[config.mk]
export PLATFORM = sky130hd
export DESIGN_NAME = sm_fetch_arbiter
export DESIGN_NICKNAME = d
export VERILOG_FILES = /design/src/rtl/sm_pkg.sv /design/src/rtl/sm_rr_arbiter.sv /design/src/rtl/sm_fetch_arbiter.sv
export SDC_FILE = /design/constraint.sdc
export NUM_CORES = 1
export LEC_CHECK = 0
export CAP_MARGIN = 20
export CORE_AREA = 3 3 163 165
export CTS_CLUSTER_SIZE = 8
export DETAILED_ROUTE_END_ITERATION = 10
export DIE_AREA = 0 0 166 168
export PLACE_DENSITY = 0.68
export SYNTH_ARGS = -nofsm -noshare
export SYNTH_HDL_FRONTEND = slang
export SYNTH_HIERARCHICAL = 1
export SYNTH_SLANG_ARGS = --single-unit
[constraint.sdc]
create_clock -name clk -period 11.7 [get_ports clk]
set_input_delay 2.34 -clock clk [delete_from_list [all_inputs] [get_ports clk]]
set_output_delay 2.34 -clock clk [all_outputs]
set_load 0.01 [all_outputs]
[src/rtl/sm_pkg.sv]
// Shared SM-level constants and fetch-path types.
package sm_pkg;

    localparam int NUM_WARP = 8;
    localparam int WID_W    = 3;
    localparam int ADDR_W   = 32;
    localparam int DATA_W   = 32;

    typedef enum logic [1:0] {
        IDLE,
        WAIT,
        OUT
    } fetch_state_e;

    typedef struct packed {
        logic [WID_W-1:0]  wid;
        logic [ADDR_W-1:0] pc;
        logic [DATA_W-1:0] inst;
    } fetch_inst_t;

endpackage

[src/rtl/sm_rr_arbiter.sv]
// Combinational round-robin picker: first set request at or above ptr, wrapping.
module sm_rr_arbiter #(
    parameter int N     = 8,
    parameter int IDX_W = 3
) (
    input  logic [N-1:0]     req,
    input  logic [IDX_W-1:0] ptr,
    output logic [N-1:0]     grant,
    output logic [IDX_W-1:0] idx,
    output logic             any_valid
);

    logic             found;
    logic [IDX_W-1:0] cand;

    // N is a power of two, so the IDX_W-bit add wraps at N.
    always_comb begin
        grant = '0;
        idx   = '0;
        found = 1'b0;
        cand  = '0;
        for (int i = 0; i < N; i++) begin
            cand = ptr + IDX_W'(i);
            if (!found && req[cand]) begin
                found       = 1'b1;
                idx         = cand;
                grant[cand] = 1'b1;
            end
        end
    end

    assign any_valid = |req;

endmodule

[src/rtl/sm_fetch_arbiter.sv]
// Shares the program-memory read port among the warps of one SM: round-robin issue,
// one outstanding read, and a holding register toward decode with per-warp flush.
module sm_fetch_arbiter
    import sm_pkg::*;
(
    input  logic                       clk,
    input  logic                       rst,
    input  logic [NUM_WARP-1:0]        fetch_req_i,
    input  logic [NUM_WARP*ADDR_W-1:0] fetch_pc_i,
    output logic [NUM_WARP-1:0]        fetch_grant_o,
    input  logic                       flush_i,
    input  logic [WID_W-1:0]           flush_wid_i,
    input  logic                       program_mem_available_i,
    output logic                       program_read_valid_o,
    output logic [ADDR_W-1:0]          program_read_addr_o,
    output logic [WID_W-1:0]           program_read_wid_o,
    input  logic                       program_read_ready_i,
    input  logic [DATA_W-1:0]          program_read_data_i,
    output logic                       inst_valid_o,
    output logic [DATA_W-1:0]          inst_o,
    output logic [WID_W-1:0]           inst_wid_o,
    output logic [ADDR_W-1:0]          inst_pc_o,
    input  logic                       inst_ready_i
);

    fetch_state_e        state_q, state_d;
    logic [WID_W-1:0]    rr_ptr_q, rr_ptr_d;
    logic                drop_q, drop_d;
    logic [NUM_WARP-1:0] grant_q, grant_d;
    logic                rd_valid_q, rd_valid_d;
    logic [ADDR_W-1:0]   rd_addr_q, rd_addr_d;
    logic [WID_W-1:0]    rd_wid_q, rd_wid_d;
    logic                inst_valid_q, inst_valid_d;
    fetch_inst_t         inst_q, inst_d;

    logic [NUM_WARP-1:0] flush_mask;
    logic [NUM_WARP-1:0] eligible;
    logic [NUM_WARP-1:0] pick_grant;
    logic [WID_W-1:0]    pick_idx;
    logic                pick_valid;
    logic [ADDR_W-1:0]   pc_arr [NUM_WARP];
    logic                flush_rd_hit;
    logic                flush_out_hit;

    always_comb begin
        flush_mask              = '0;
        flush_mask[flush_wid_i] = flush_i;
        for (int i = 0; i < NUM_WARP; i++) begin
            pc_arr[i] = fetch_pc_i[i*ADDR_W +: ADDR_W];
        end
    end

    assign eligible      = fetch_req_i & ~flush_mask;
    assign flush_rd_hit  = flush_i && (flush_wid_i == rd_wid_q);
    assign flush_out_hit = flush_i && (flush_wid_i == inst_q.wid);

    sm_rr_arbiter #(
        .N     (NUM_WARP),
        .IDX_W (WID_W)
    ) u_rr_arbiter (
        .req       (eligible),
        .ptr       (rr_ptr_q),
        .grant     (pick_grant),
        .idx       (pick_idx),
        .any_valid (pick_valid)
    );

    always_comb begin
        state_d      = state_q;
        rr_ptr_d     = rr_ptr_q;
        drop_d       = drop_q;
        grant_d      = '0;
        rd_valid_d   = rd_valid_q;
        rd_addr_d    = rd_addr_q;
        rd_wid_d     = rd_wid_q;
        inst_valid_d = inst_valid_q;
        inst_d       = inst_q;
        unique case (state_q)
            IDLE: begin
                if (program_mem_available_i && pick_valid) begin
                    state_d    = WAIT;
                    rd_valid_d = 1'b1;
                    rd_addr_d  = pc_arr[pick_idx];
                    rd_wid_d   = pick_idx;
                    grant_d    = pick_grant;
                    rr_ptr_d   = pick_idx + WID_W'(1);
                end
            end
            WAIT: begin
                if (flush_rd_hit) begin
                    drop_d = 1'b1;
                end
                if (program_read_ready_i) begin
                    rd_valid_d = 1'b0;
                    rd_addr_d  = '0;
                    rd_wid_d   = '0;
                    // A flush landing on the response cycle still discards it.
                    if (drop_q || flush_rd_hit) begin
                        state_d = IDLE;
                        drop_d  = 1'b0;
                    end else begin
                        state_d      = OUT;
                        inst_valid_d = 1'b1;
                        inst_d.wid   = rd_wid_q;
                        inst_d.pc    = rd_addr_q;
                        inst_d.inst  = program_read_data_i;
                    end
                end
            end
            OUT: begin
                if (flush_out_hit || inst_ready_i) begin
                    state_d      = IDLE;
                    inst_valid_d = 1'b0;
                    inst_d       = '0;
                end
            end
            default: state_d = IDLE;
        endcase
    end

    always_ff @(posedge clk) begin
        if (rst) begin
            state_q      <= IDLE;
            rr_ptr_q     <= '0;
            drop_q       <= 1'b0;
            grant_q      <= '0;
            rd_valid_q   <= 1'b0;
            rd_addr_q    <= '0;
            rd_wid_q     <= '0;
            inst_valid_q <= 1'b0;
            inst_q       <= '0;
        end else begin
            state_q      <= state_d;
            rr_ptr_q     <= rr_ptr_d;
            drop_q       <= drop_d;
            grant_q      <= grant_d;
            rd_valid_q   <= rd_valid_d;
            rd_addr_q    <= rd_addr_d;
            rd_wid_q     <= rd_wid_d;
            inst_valid_q <= inst_valid_d;
            inst_q       <= inst_d;
        end
    end

    assign fetch_grant_o        = grant_q;
    assign program_read_valid_o = rd_valid_q;
    assign program_read_addr_o  = rd_addr_q;
    assign program_read_wid_o   = rd_wid_q;
    assign inst_valid_o         = inst_valid_q;
    assign inst_o               = inst_q.inst;
    assign inst_wid_o           = inst_q.wid;
    assign inst_pc_o            = inst_q.pc;

endmodule

==> flow_summary.json, run 1 <==
{
  "worst_pin_slew_ns": 0.966,
  "synth_top_area_share_pct": 30.3,
  "ant_nets": 0,
  "synth_xor_area_share_pct": 1.24,
  "skew_ns": 0.0242,
  "switching_share_pct": 39.0,
  "async_flop_share_pct": 0,
  "layout_common_cells": "clkdlybuf4s50_1, dfxtp_1, mux4_2",
  "vias_per_cell": 5.47,
  "synth_compound_area_share_pct": 22.3,
  "synthSimpleGateAreaFrac_pct": 12.7,
  "grt_pass1_wl_um": 52600,
  "cts_root_buf": "clkbuf_16",
  "slew_violations": 0,
  "crit_fanout": 41,
  "post-route-drc-count": 0,
  "pwr-share-seq_pct": 20.8,
  "finalSetupViolCount": 0,
  "drtIter0Drc": 812,
  "met3_length_um": 3380,
  "dr.pass1.iters": 6,
  "design.die.area_um2": 27900,
  "vias": 8039,
  "finalCritPeriodShare_pct": 67.4,
  "crit_top_cell": "buf_4",
  "synth_top_family_by_area": "multiplexers",
  "clock_path_buffers": 2,
  "ys_warn_count": 6,
  "internal_power_mw": 1.60,
  "ys_seq_elements": 118,
  "netlist_instances": 742,
  "yosys.area.top_type": "dfxtp_1",
  "clock_latency_ns": 0.43,
  "rows": 58,
  "arrival_ns": 8.17,
  "synth-adder-area-share_pct": 1.13,
  "met2_length_um": 18000,
  "cts_made_buffers": 17,
  "core-area_um2": 25200,
  "yosysSeqAreaShare_pct": 30.3,
  "wl_met1_um": 14400,
  "run_status": "completed",
  "ir_worst_vdd_mv": 0.180,
  "first_global_vias": 7994,
  "max_freq_ghz": 0.127,
  "grtUsageTotal_pct": 24.9,
  "drive_above_1_share_pct": 15.8,
  "syn_area_um2": 7780,
  "clk_pin_slew_ns": 0.06,
  "hold_viol": 0,
  "critPathRequiredTime_ns": 11.98,
  "synthMuxAreaShare_pct": 25.2,
  "wirelength_um": 36400,
  "hpwl_um": 28200,
  "p_leak_nw": 4.28,
  "final_common_cell": "clkdlybuf4s50_1",
  "critPathKind": "input pin to register",
  "ys_types": 66,
  "startpoint_type": "input pin",
  "nets": 1434,
  "cts.sink_count": 118,
  "grt.overflow.total": 0,
  "io_buffers": 416,
  "postCtsHoldBufs": 0,
  "power_frac_clock_pct": 20.9,
  "hp-class": "register to register",
  "synth_ff_type": "dfxtp_1",
  "post_cts_resized": 0,
  "grt_max_degree": 67,
  "cp-end-kind": "register",
  "path_cells": "clkdlybuf4s50_1, inv_1, o31a_1, mux4_1, mux2_4, or4b_4, nor4_4, nor3_1, a31oi_4, buf_4, buf_4, mux4_2, a222oi_1, nor2_1",
  "cts_tree": "done",
  "cpPeakStageDelay_ns": 0.73,
  "rsz0062_at_grt": "false",
  "routedWlPerCell_um": 24.8,
  "cts_setup_buffers": 0,
  "die_x_um": 166,
  "ctsHtreeMaxLevel": 4,
  "crit_path_top_delay_cell": "buf_4",
  "p_switching_mw": 1.02,
  "path_buf_inv": 4,
  "syn_avg_cell_area_um2": 10.5,
  "finalSetupTns_ns": 0,
  "yosys-top-cells-area": "dfxtp_1, mux4_2, o32ai_2, a222oi_1, a21oi_1",
  "highest_layer": "met5",
  "p_comb_share_pct": 58.4,
  "maxCapViolCount": 0,
  "place.gp.congestion": 0.992,
  "critical_path.top_delay_family": "buffers and inverters",
  "period_minus_slack_ns": 7.89,
  "initial_core_util_pct": 30.9,
  "area_growth_pct": 64.2,
  "die_h_um": 168,
  "antenna_found_initial": 9,
  "utilization_pct": 50.7,
  "syn-num-nets": 1054,
  "power.density_nw_per_um2": 205,
  "synth-edff-count": 0,
  "ioPinCount": 417,
  "holdWs_ns": 0.474,
  "max_slew_margin_pct": 35.6
}
[path summary, 6_finish.rpt]
kind / from / end / slack (ns) / depth (start not counted)
max: flush_wid_i[0] / program_read_addr_o[2]$_SDFFE_PP0P_ / 3.81 / 14
min: inst_valid_o$_SDFFE_PP0P_ / inst_valid_o$_SDFFE_PP0P_ / 0.47 / 2
max reg2reg: rr_ptr_q[0]$_SDFFE_PP0P_ / program_read_addr_o[2]$_SDFFE_PP0P_ / 5.34 / 14
min reg2reg: inst_valid_o$_SDFFE_PP0P_ / inst_valid_o$_SDFFE_PP0P_ / 0.47 / 2
[state kept, by name, summed over array words and instances (netlist names)]
name,cells
rr_ptr_q,3
fetch_grant_o,8
program_read_addr_o,32
inst_pc_o,32
program_read_wid_o,3
state_q,2
inst_o,32
drop_q,1
inst_wid_o,3
program_read_valid_o,1
inst_valid_o,1
[synthesized netlist by cell type, types with 11 or more instances]
library cell and n:
and2_1 16, a21oi_1 53, inv_1 42, a222oi_1 31, o32ai_2 30, nand3_1 37
nand2_1 11, buf_2 23, mux2i_1 16, nand2b_1 38, o21ai_1 34, nor2_1 55
mux4_2 69, clkbuf_1 32, dfxtp_1 118
[tightest hold or removal path: cells and delay by family, from the launching register on]
| kind | cells | cell delay [ns] |
|---|---|---|
| compound gates | 1 | 0.04 |
| flops | 1 | 0.33 |
| simple gates | 1 | 0.07 |
[layout make-up]
class | count | area (um2)
fill | 2292 | 12400
multi-input combinational | 509 | 4920
timing repair buffer | 433 | 4300
sequential | 118 | 2360
clock buffer | 18 | 439
tap | 330 | 413
clock inverter | 14 | 165
inverter | 43 | 161
antenna | 5 | 12.5
[layer usage]
| metal | up-vias | GRT usage, % |
|---|---|---|
| li1 | 3681 | - |
| met1 | 3901 | 30.7 |
| met2 | 423 | 41.9 |
| met3 | 32 | 8.41 |
| met4 | 2 | 6.80 |
| met5 | - | 0 |
[through the flow]
stage                     std cells  setup slack, ns  instance area [um2]  power (mW)
after global routing           1469             3.36                12800        2.77
after detailed placement       1432             3.33                12100        2.09
after global placement         1432             3.49                12100        2.07
final                          1470             3.81                12800        2.62
after floorplan                 742             5.03                 7780        1.60
after CTS                      1464             3.79                12700        2.64
[cells by family (layout without fill, tap and decap cells)]
family | Yosys count | in the layout
XOR/XNOR | 11 | 11
AND/OR/NAND/NOR | 185 | 185
other | 0 | 5
AO/OA/AOI/OAI | 207 | 207
flip-flops | 118 | 118
buffers and inverters | 115 | 508
adder cells (fa/ha/maj) | 7 | 7
multiplexers | 99 | 99
[power groups by stage]
| stage | clock, mW | combinational [mW] | sequential, mW |
|---|---|---|---|
| finish | 0.548 | 1.53 | 0.545 |
| global route | 0.581 | 1.63 | 0.553 |
| global placement | 0 | 1.52 | 0.552 |
| floorplan | 0 | 1.05 | 0.548 |
| CTS | 0.563 | 1.54 | 0.544 |
| detailed placement | 0 | 1.53 | 0.553 |
(Power assumes the default switching activity.)
==> run 2, diff against run 1 <==
--- a/config.mk
+++ b/config.mk
@@ -10,7 +10,7 @@
 export CTS_CLUSTER_SIZE = 8
 export DETAILED_ROUTE_END_ITERATION = 10
 export DIE_AREA = 0 0 166 168
-export PLACE_DENSITY = 0.68
+export PLACE_DENSITY = 0.71
 export SYNTH_ARGS = -nofsm -noshare
 export SYNTH_HDL_FRONTEND = slang
 export SYNTH_HIERARCHICAL = 1
==> constraint.sdc (replaced) <==
create_clock -name clk -period 6.6 [get_ports clk]
set_input_delay 1.32 -clock clk [delete_from_list [all_inputs] [get_ports clk]]
set_output_delay 1.32 -clock clk [all_outputs]
set_load 0.01 [all_outputs]
==> run 2 against run 1 <==
  * Critical path depth stayed put
  * Final cell count is 0.82% higher
  * Flip-flop and latch count stayed put
  * Worst hold slack improved by 0.0039 ns
  * Worst setup slack got worse by 3.1 ns
  * First-iteration DRC count increased by 2.6%
  * Clock-buffer cell count rose by 3
  * Design area up 1.1%
  * Clock skew fell by 0.011 ns
  * Sequential power increased by 78%
==> flow_summary.json, run 2 (synthesis gave the netlist of run 1 again) <==
{
  "run_status": "completed",
  "cp-end-kind": "register",
  "wirelength_um": 37000,
  "drive_above_1_share_pct": 16.3,
  "final_common_cell": "clkdlybuf4s50_1",
  "finalSetupTns_ns": 0,
  "finalCritPeriodShare_pct": 89.5,
  "ir_worst_vdd_mv": 0.438,
  "post-route-drc-count": 0,
  "instances_no_fill": 1482,
  "critPathKind": "input pin to register",
  "crit_fanout": 31,
  "cts_made_buffers": 17,
  "dp_cells": 1444,
  "maxCapViolCount": 0,
  "die_h_um": 168,
  "max_slew_margin_pct": 28.1,
  "grtUsageTotal_pct": 25.5,
  "startpoint_type": "input pin",
  "cts_root_buf": "clkbuf_16",
  "clk_pin_slew_ns": 0.06,
  "ctsHtreeMaxLevel": 4,
  "hold_viol": 0,
  "postCtsHoldBufs": 0,
  "initial_core_util_pct": 30.9,
  "critPathRequiredTime_ns": 6.87,
  "core-area_um2": 25200,
  "cts_setup_buffers": 0,
  "post_cts_resized": 0,
  "io_buffers": 416,
  "rsz0062_at_grt": "false",
  "hpwl_um": 28800,
  "worst_pin_slew_ns": 1.07,
  "ant_nets": 0,
  "grt.overflow.total": 0,
  "skew_ns": 0.0132,
  "dr.pass1.iters": 6,
  "layout_common_cells": "clkdlybuf4s50_1, dfxtp_1, mux4_2",
  "drtIter0Drc": 833,
  "cts_tree": "done",
  "first_global_vias": 8132,
  "design.die.area_um2": 27900,
  "period_minus_slack_ns": 5.91,
  "hp-class": "register to register",
  "cts.sink_count": 118,
  "antenna_found_initial": 11,
  "finalSetupViolCount": 0,
  "place.gp.congestion": 0.984,
  "arrival_ns": 6.18,
  "vias_per_cell": 5.49,
  "power.density_nw_per_um2": 376,
  "routedWlPerCell_um": 25.0,
  "clock_path_buffers": 2,
  "slew_violations": 0,
  "clock_latency_ns": 0.42,
  "utilization_pct": 51.3,
  "nets": 1445,
  "die_x_um": 166,
  "p_leak_nw": 4.36,
  "vias": 8137,
  "rows": 58,
  "max_freq_ghz": 0.169,
  "area_growth_pct": 66.0,
  "grt_max_degree": 71,
  "grt_pass1_wl_um": 53700,
  "ioPinCount": 417
}
## run 2: changes by cell type in the layout (fill, tap and decap cells not counted), moves of 2 or more
cell | before | now
clkbuf_1 | 0 | 3
inv_8 | 2 | 0
buf_4 | 17 | 25
inv_6 | 4 | 2
bufinv_16 | 2 | 4
clkinv_4 | 4 | 2
buf_12 | 1 | 4
## run 2: where the power goes
part           switching [mW]  internal [mW]
Sequential              0.138          0.831
Clock                   0.358          0.645
Combinational            1.35           1.53
## run 2: final cells by class
| class | count | area (um2) |
|---|---|---|
| diodes | 6 | 15.0 |
| clock buffers | 21 | 450 |
| clock inverters | 11 | 173 |
| fillers | 2262 | 12300 |
| inverters | 43 | 161 |
| multi-input cells | 509 | 4930 |
| flip-flops and latches | 118 | 2360 |
| well taps | 330 | 413 |
| repair buffers | 444 | 4420 |
## run 2: final timing paths
path              slack (ns)                                   end  cells past startpoint                startpoint
setup reg to reg        1.89  program_read_addr_o[29]$_SDFFE_PP0P_                     13  rr_ptr_q[0]$_SDFFE_PP0P_
hold reg to reg         0.48               inst_o[20]$_SDFFE_PP0P_                      2   inst_o[20]$_SDFFE_PP0P_
setup / recovery        0.69  program_read_addr_o[29]$_SDFFE_PP0P_                     14            flush_wid_i[0]
hold / removal          0.48               inst_o[20]$_SDFFE_PP0P_                      2   inst_o[20]$_SDFFE_PP0P_
## run 2: layer usage
| layer | vias up | track usage, % | share of wire (%) |
|---|---|---|---|
| met5 | - | 0 | 0.035 |
| met4 | 2 | 8.35 | 2.3 |
| met3 | 38 | 9.32 | 9.6 |
| met2 | 421 | 41.9 | 49 |
| met1 | 3975 | 31.4 | 39 |
| li1 | 3701 | - | - |
## run 2: through the flow
step	hold slack (ns)	instance area, um2	setup WS, ns	total power, mW
CTS	0.479	12900	0.713	4.89
floorplan	0.500	7780	0.947	2.83
global placement	0.453	12300	0.348	3.85
finish	0.478	12900	0.690	4.86
detailed placement	0.465	12300	0.288	3.87
global route	0.497	12900	0.436	5.11
## run 2: critical path: stages
cell             delay (ns)
clkdlybuf4s50_1        0.65
inv_1                  0.11
o31a_1                 0.40
mux4_1                 0.66
mux2_4                 0.34
or4b_4                 0.62
nor2_1                 0.16
o21ai_0                0.25
a31oi_4                0.32
buf_12                 0.27
mux4_2                 0.53
mux2_2                 0.28
a22oi_1                0.18
nor2_1                 0.05
==> run 3, diff against run 2 <==
--- a/config.mk
+++ b/config.mk
@@ -10,7 +10,9 @@
 export CTS_CLUSTER_SIZE = 8
 export DETAILED_ROUTE_END_ITERATION = 10
 export DIE_AREA = 0 0 166 168
+export GPL_ROUTABILITY_DRIVEN = 0
 export PLACE_DENSITY = 0.71
+export SETUP_SLACK_MARGIN = 0.5
 export SYNTH_ARGS = -nofsm -noshare
 export SYNTH_HDL_FRONTEND = slang
 export SYNTH_HIERARCHICAL = 1
==> run 3 against run 2 <==
  * Design area decreased by 0.47%
  * Worst hold slack got worse by 0.0072 ns
  * Critical path type unchanged
  * Largest cell class unchanged
  * Clock power about the same
  * Final cell count decreased by 0.67%
  * Clock-buffer cell count decreased by 2
  * Fmax increased by 2.1%
  * Sequential share of layout area increased by 0.087 points
  * Power decreased by 1.5%
  * Critical endpoint unchanged
  * Register-to-register slack got worse by 0.37 ns
  * Combinational power decreased by 1%
==> flow_summary.json, run 3 (synthesis gave the netlist of run 1 again) <==
{
  "run_status": "completed",
  "path_cells": "clkdlybuf4s50_1, inv_1, o31a_1, mux4_2, mux2_4, or4b_4, nor2_1, o21ai_0, a41oi_4, buf_12, mux4_2, mux2_2, a22oi_1, nor2_1",
  "wl_met1_um": 13500,
  "ioPinCount": 417,
  "design.die.area_um2": 27900,
  "core-area_um2": 25200,
  "fill_cells": 2262,
  "max_freq_ghz": 0.173,
  "cp-end-kind": "register",
  "ir_worst_vdd_mv": 0.270,
  "crit_fanout": 66,
  "cpPeakStageDelay_ns": 0.66,
  "pre_cts_ws_ns": 0.263,
  "die_x_um": 166,
  "nets": 1438,
  "finalWorstSetupSlack_ns": 0.813,
  "vias": 8185,
  "vias_per_cell": 5.56,
  "cts_tree": "done",
  "critical_path.top_delay_family": "multiplexers",
  "critPathRequiredTime_ns": 6.88,
  "worst_pin_slew_ns": 1.09,
  "startpoint_type": "input pin",
  "maxCapViolCount": 0,
  "ctsHtreeMaxLevel": 4,
  "cts_root_buf": "clkbuf_16",
  "path_buf_inv": 3,
  "crit_path_top_delay_cell": "clkdlybuf4s50_1",
  "max_slew_margin_pct": 27.3,
  "rsz0062_at_grt": "false",
  "post-route-drc-count": 0,
  "grtUsageTotal_pct": 23.4,
  "arrival_ns": 6.07,
  "io_buffers": 416,
  "layout_common_cells": "clkdlybuf4s50_1, dfxtp_1, mux4_2",
  "period_minus_slack_ns": 5.79,
  "multiInputGateArea_um2": 4920,
  "clock_latency_ns": 0.41,
  "routedWlPerCell_um": 23.5,
  "die_h_um": 168,
  "area_growth_pct": 65.2,
  "cts_setup_buffers": 0,
  "grt.overflow.total": 0,
  "met3_length_um": 3610,
  "highest_layer": "met5",
  "cts.sink_count": 118,
  "wirelength_um": 34500,
  "grt_pass1_wl_um": 49900,
  "rows": 58,
  "ff2ff_setup_slack_ns": 1.52,
  "postCtsHoldBufs": 0,
  "met2_length_um": 16900,
  "clk_pin_slew_ns": 0.06,
  "slew_violations": 0,
  "ant_nets": 0,
  "power.density_nw_per_um2": 372,
  "drtIter0Drc": 937,
  "hp-class": "register to register",
  "final_common_cell": "clkdlybuf4s50_1",
  "cts_made_buffers": 17,
  "grt_max_degree": 67,
  "critPathKind": "input pin to register",
  "drive_above_1_share_pct": 16.2,
  "skew_ns": 0.0107,
  "hpwl_um": 27100,
  "antenna_found_initial": 4,
  "dr.pass1.iters": 6,
  "finalSetupViolCount": 0,
  "clock_path_buffers": 2,
  "regArea_um2": 2360,
  "finalSetupTns_ns": 0,
  "initial_core_util_pct": 30.9,
  "hold_viol": 0,
  "p_leak_nw": 4.32,
  "finalCritPeriodShare_pct": 87.7,
  "first_global_vias": 7919
}
[run 3: where the power goes]
group          leakage, nW  internal (mW)  switching (mW)
Sequential           0.959          0.831           0.129
Clock                0.302          0.609           0.367
Combinational         3.06           1.53            1.32
Total                 4.32           2.97            1.82
[run 3: final timing paths]
| path | startpoint | to | cells past startpoint |
|---|---|---|---|
| worst max-delay path | flush_wid_i[1] | program_read_addr_o[29]$_SDFFE_PP0P_ | 14 |
| worst min-delay path | inst_valid_o$_SDFFE_PP0P_ | inst_valid_o$_SDFFE_PP0P_ | 2 |
| worst max register to register | rr_ptr_q[0]$_SDFFE_PP0P_ | program_read_addr_o[29]$_SDFFE_PP0P_ | 13 |
| worst min register to register | inst_valid_o$_SDFFE_PP0P_ | inst_valid_o$_SDFFE_PP0P_ | 2 |
[run 3: stage by stage]
stage | std cells | hold WS [ns] | power, mW | instance area (um2) | util, %
3_5_place_dp | 1437 | 0.464 | 3.80 | 12200 | 48.6
4_1_cts | 1469 | 0.476 | 4.79 | 12900 | 51.1
5_1_grt | 1469 | 0.496 | 5.03 | 12900 | 51.0
3_3_place_gp | 1437 | 0.450 | 3.77 | 12200 | 48.6
2_1_floorplan | 742 | 0.500 | 2.83 | 7780 | -
6_report | 1472 | 0.471 | 4.79 | 12900 | 51.1
[run 3: layer usage]
layer	global-route usage (%)	vias to the layer above
met2	39.4	482
met1	29.3	3966
li1	-	3679
met3	8.19	52
met5	0	-
met4	4.99	6
[run 3: layout make-up]
| cell class | count | area share, % |
|---|---|---|
| clock buffer | 19 | 3.44 |
| inverter | 43 | 1.25 |
| multi-input combinational | 509 | 38.3 |
| antenna | 3 | 0.0584 |
| clock inverter | 13 | 1.32 |
| tap | 330 | 3.21 |
| timing repair buffer | 437 | 34.1 |
| sequential | 118 | 18.4 |
[run 3: worst register-to-register path: cells and delay by family (launching register included)]
family          cells  cell delay [ns]
flops               1             0.36
compound gates      3             0.67
simple gates        3             0.97
buf+inv             2             0.70
xor+xnor            1             0.73
fa+ha+maj           1             0.27
mux                 3             1.24
[run 3: what timing repair did]
item	in CTS	in global routing
endpoints found under the hold margin	0	0
setup endpoints to repair	0	21
gates resized for setup	0	4
